--- src/rtl/truth_table_sweeper.sv ---
// Sweeps all four {a,b} vectors into a 2-input gate, lets each settle, captures c
// into a 4-bit truth table and compares it with the reference latched at start.
module truth_table_sweeper #(
    parameter int SETTLE = 2
) (
    input  logic       clk,
    input  logic       rst,
    input  logic       start,
    input  logic [3:0] expected,
    input  logic       c,
    output logic       a,
    output logic       b,
    output logic       busy,
    output logic       done,
    output logic [3:0] table_bits,
    output logic       match
);

    // state    | meaning
    // S_IDLE   | waiting for start; table_bits/match hold last sweep result
    // S_SETTLE | vector idx driven on a/b, counting down settle time
    // S_SAMPLE | one cycle; c captured into table_bits[idx] at its closing edge
    // S_FINISH | one cycle; done pulses, match registered at its closing edge
    typedef enum logic [1:0] {
        S_IDLE,
        S_SETTLE,
        S_SAMPLE,
        S_FINISH
    } state_t;

    localparam logic [3:0] SETTLE_LOAD = 4'(SETTLE - 1);

    state_t     state;
    logic [1:0] idx;
    logic [1:0] idx_next;
    logic [3:0] settle_cnt;
    logic [3:0] expected_lat;

    assign idx_next = idx + 2'd1;

    always_ff @(posedge clk or posedge rst) begin
        if (rst) begin
            state        <= S_IDLE;
            idx          <= 2'd0;
            settle_cnt   <= 4'd0;
            expected_lat <= 4'd0;
            a            <= 1'b0;
            b            <= 1'b0;
            busy         <= 1'b0;
            done         <= 1'b0;
            table_bits   <= 4'd0;
            match        <= 1'b0;
        end else begin
            done <= 1'b0;
            case (state)
                S_IDLE: begin
                    if (start) begin
                        table_bits   <= 4'd0;
                        match        <= 1'b0;
                        expected_lat <= expected;
                        idx          <= 2'd0;
                        settle_cnt   <= SETTLE_LOAD;
                        a            <= 1'b0;
                        b            <= 1'b0;
                        busy         <= 1'b1;
                        state        <= S_SETTLE;
                    end
                end
                S_SETTLE: begin
                    if (settle_cnt == 4'd0) begin
                        state <= S_SAMPLE;
                    end else begin
                        settle_cnt <= settle_cnt - 4'd1;
                    end
                end
                S_SAMPLE: begin
                    table_bits[idx] <= c;
                    if (idx == 2'd3) begin
                        a     <= 1'b0;
                        b     <= 1'b0;
                        done  <= 1'b1;
                        state <= S_FINISH;
                    end else begin
                        idx        <= idx_next;
                        a          <= idx_next[1];
                        b          <= idx_next[0];
                        settle_cnt <= SETTLE_LOAD;
                        state      <= S_SETTLE;
                    end
                end
                S_FINISH: begin
                    // table_bits already holds the last sample written when SAMPLE ended
                    match <= (table_bits == expected_lat);
                    busy  <= 1'b0;
                    state <= S_IDLE;
                end
                default: begin
                    state <= S_IDLE;
                end
            endcase
        end
    end

endmodule

--- config.mk ---
export PLATFORM = sky130hd
export DESIGN_NAME = truth_table_sweeper
export DESIGN_NICKNAME = d
export VERILOG_FILES = /design/src/rtl/truth_table_sweeper.sv
export SDC_FILE = /design/constraint.sdc
export NUM_CORES = 1
export LEC_CHECK = 0
export BUFFER_PORTS_ARGS = -buffer_cell sky130_fd_sc_hd__buf_2
export CORE_ASPECT_RATIO = 1.4
export CORE_UTILIZATION = 57
export CTS_CLUSTER_DIAMETER = 60
export DETAILED_ROUTE_END_ITERATION = 10
export GPL_TIMING_DRIVEN = 0
export PLACE_DENSITY_LB_ADDON = 0.3
export SYNTH_ARGS = -nofsm -noshare
export SYNTH_HDL_FRONTEND = slang
export SYNTH_SLANG_ARGS = --single-unit
--- constraint.sdc ---
create_clock -name clk -period 3.64 [get_ports clk]
set_input_delay 0.728 -clock clk [delete_from_list [all_inputs] [get_ports clk]]
set_output_delay 0.728 -clock clk [all_outputs]
set_load 0.02 [all_outputs]
==> impl_metrics.env <==
export IMPL_regArea_sq_um=526
export IMPL_rr_startpoint="idx[0]$_DFFE_PP0P_"
export IMPL_gr_total_overflow=0
export IMPL_worstSetupPathType="reg -> out"
export IMPL_status="completed"
export IMPL_drt_iter0_drc=12
export IMPL_crit_arrival_ns=0.94
export IMPL_multi_input_area_sq_um=520
export IMPL_dp_hpwl_mm=1.43
export IMPL_ios=17
export IMPL_power_density_mw_per_mm2=757
export IMPL_skew_ns=0.00201
export IMPL_postSynthAreaPerCell_sq_um=11.0
export IMPL_synth_top_area_share=0.478
export IMPL_yosys_register_bits=21
export IMPL_vias=782
export IMPL_critical_path_buf_inv_count=1
export IMPL_leakage_nw=0.581
export IMPL_hold_class="reg -> reg"
export IMPL_postCtsHoldBufs=0
export IMPL_post_route_util=0.693
export IMPL_synth_largest_area_cell="dfrtp_1"
export IMPL_numPortBuffers=16
export IMPL_startpoint_type="register"
export IMPL_critPathTopFamily="flip-flops"
export IMPL_die_height_microns=54.0
export IMPL_yosys_warnings=0
export IMPL_ys_seq_area_frac=0.478
export IMPL_worstPathRequired_ns=2.91
export IMPL_grt_antenna_before_repair=0
export IMPL_clkTransAtPathRegs_ns=0.12
export IMPL_fillers=133
export IMPL_crit_start="table_bits[3]$_DFFE_PP0P_"
export IMPL_clock_tree_buffer_depth=2
export IMPL_clock_latency_ns=0.31
export IMPL_setup_tns_ns=0
export IMPL_die_x_microns=39.1
export IMPL_grt_pass1_vias=752
export IMPL_design_area_sq_mm=0.00123
export IMPL_relSlewSlack=0.479
export IMPL_cp_slowest_cell="dfrtp_1"
export IMPL_std_cell_rows=18
export IMPL_clock_sinks=21
export IMPL_diodes=0
export IMPL_synthTopCellsByArea="dfrtp_1 48%, ha_1 6.8%, mux2_2 4.1%, mux2i_1 3.6%, o21ai_0 3.2%"
export IMPL_dr_pass1_iters=4
export IMPL_hold_viol_final=0
export IMPL_area_growth_pct=12.1
export IMPL_cts_max_level=1
export IMPL_crit_path_end_kind="output pin"
export IMPL_fin_crit_sh=0.459
export IMPL_maxSlewViolCount=0
export IMPL_cp_slowest_stage_delay_ns=0.44
export IMPL_synth_cells=100
export IMPL_drcViolationCount=0
export IMPL_wl_per_cell_microns=13.9
export IMPL_finalSetupViolCount=0
export IMPL_gp_congestion=0.708
export IMPL_place_area_sq_mm=0.00120
export IMPL_grt_pass1_wl_mm=3.30
export IMPL_design_core_area_sq_mm=0.00178
export IMPL_tightest_slew_ns=0.781
export IMPL_max_freq_ghz=0.598
export IMPL_die_area_sq_mm=0.00211
export IMPL_gr_usage_all_layers=0.231
export IMPL_via_per_inst=5.59
export IMPL_nets=135
export IMPL_ant_nets=0
export IMPL_min_from="settle_cnt[3]$_DFFE_PP0P_"
export IMPL_crit_chain="buf_2"
export IMPL_cts_inserted_buffers=3
export IMPL_worstPathMaxFanout=4
export IMPL_cts_setup_buffers=0
export IMPL_peakVddDrop_uv=433
export IMPL_syn_area_sq_mm=0.00110
export IMPL_grt_max_degree=22
export IMPL_totalWireLength_mm=1.95
export IMPL_root_buffer="clkbuf_4"
export IMPL_period_minus_slack_ns=1.67
export IMPL_grt_setup_unrepaired="false"
export IMPL_layout_drive_gt1_share=0.292
export IMPL_ys_types=31
export IMPL_cts_resized=0
export IMPL_start_util=0.618
export IMPL_tritoncts="done"
export IMPL_drv_cap=0
export IMPL_synth_nets=114
-- metrics by stage --
stage	hold WS, ns	worst slack [ns]	total power, mW	cells
global route	0.532	1.93	1.01	140
global placement	0.466	2.00	0.802	136
floorplan	0.445	2.22	0.726	100
CTS	0.501	1.97	0.939	140
finish	0.512	1.97	0.933	140
detailed placement	0.480	1.99	0.824	136
-- synth_stat cells --
cell type	n
a21oi_1	4
a21oi_2	1
a22o_1	2
a22oi_1	1
a2bb2oi_4	1
a311oi_1	1
a31oi_1	3
and2_1	2
and2b_2	1
and3_4	1
buf_2	4
buf_6	1
dfrtp_1	21
ha_1	6
inv_1	6
mux2_2	4
mux2i_1	4
nand2_1	8
nand2b_1	3
nand4_1	1
nor2_1	3
nor2_2	1
nor2b_1	2
nor3_1	2
o21a_1	1
o21ai_0	7
o21bai_1	2
o2bb2ai_1	1
o2bb2ai_2	1
or3b_1	1
xnor2_1	4
-- state kept, by name, summed over array words and instances (netlist names) --
register      flops
expected_lat      4
busy              1
match             1
b                 1
a                 1
settle_cnt        4
table_bits        4
state             2
done              1
idx               2
-- report_power, final --
group / switching [mW] / total [mW] / internal (mW) / leakage, nW
clock: 0.0741 / 0.115 / 0.0411 / 0.0177
sequential: 0.0644 / 0.378 / 0.313 / 0.267
combinational: 0.233 / 0.440 / 0.207 / 0.296
-- area by class of cell --
type                            instances  area share
Sequential cell                        21       0.426
Multi-Input combinational cell         68       0.422
Timing Repair Buffer                   16      0.0650
Buffer                                  5      0.0254
Tap cell                               20      0.0203
Clock buffer                            3      0.0183
Inverter                                6      0.0183
Clock inverter                          1     0.00406
-- path summary, 6_finish.rpt --
kind                                              to  slack, ns  cells past startpoint
hold reg to reg            settle_cnt[3]$_DFFE_PP0P_       0.51                      1
min in group asynchronous  settle_cnt[2]$_DFFE_PP0P_       0.54                      2
max in group asynchronous              a$_DFFE_PP0P_       2.62                      2
setup reg to reg           settle_cnt[3]$_DFFE_PP0P_       2.11                      5
setup / recovery                       table_bits[3]       1.97                      1
hold / removal             settle_cnt[3]$_DFFE_PP0P_       0.51                      1
-- per-layer routing --
| metal | wire [microns] | track usage | vias to the layer above |
|---|---|---|---|
| li1 | - | - | 389 |
| met3 | 47 | 0.0248 | 5 |
| met2 | 998 | 0.383 | 15 |
| met5 | 0 | 0 | - |
| met1 | 866 | 0.298 | 373 |
| met4 | 37 | 0.103 | 0 |
-- cells in the final DEF (no fill, tap or decap), types with 2 or more instances in the layout --
cell and count:
clkbuf_4 3, dfrtp_1 21, a21oi_1 4, nor3_1 2, mux2i_1 4, a22o_1 2
inv_1 6, o21ai_0 7, nand2_1 8, buf_2 20, and2_1 2, nor2b_1 2
nand2b_1 3, a31oi_1 3, nor2_1 3, mux2_2 4, o21bai_1 2, xnor2_1 4
ha_1 6
-- kinds of logic after synthesis --
kind of cell | count (synthesis) | synth area share
AOI/OAI and AO/OA | 25 | 0.172
and+or+nand+nor | 25 | 0.124
DFF | 21 | 0.478
buffers and inverters | 11 | 0.0489
muxes | 8 | 0.0774
adders and majority gates | 6 | 0.0683
xor gates and xnor gates | 4 | 0.0319
Note: power is estimated with default switching activity, not from simulation.
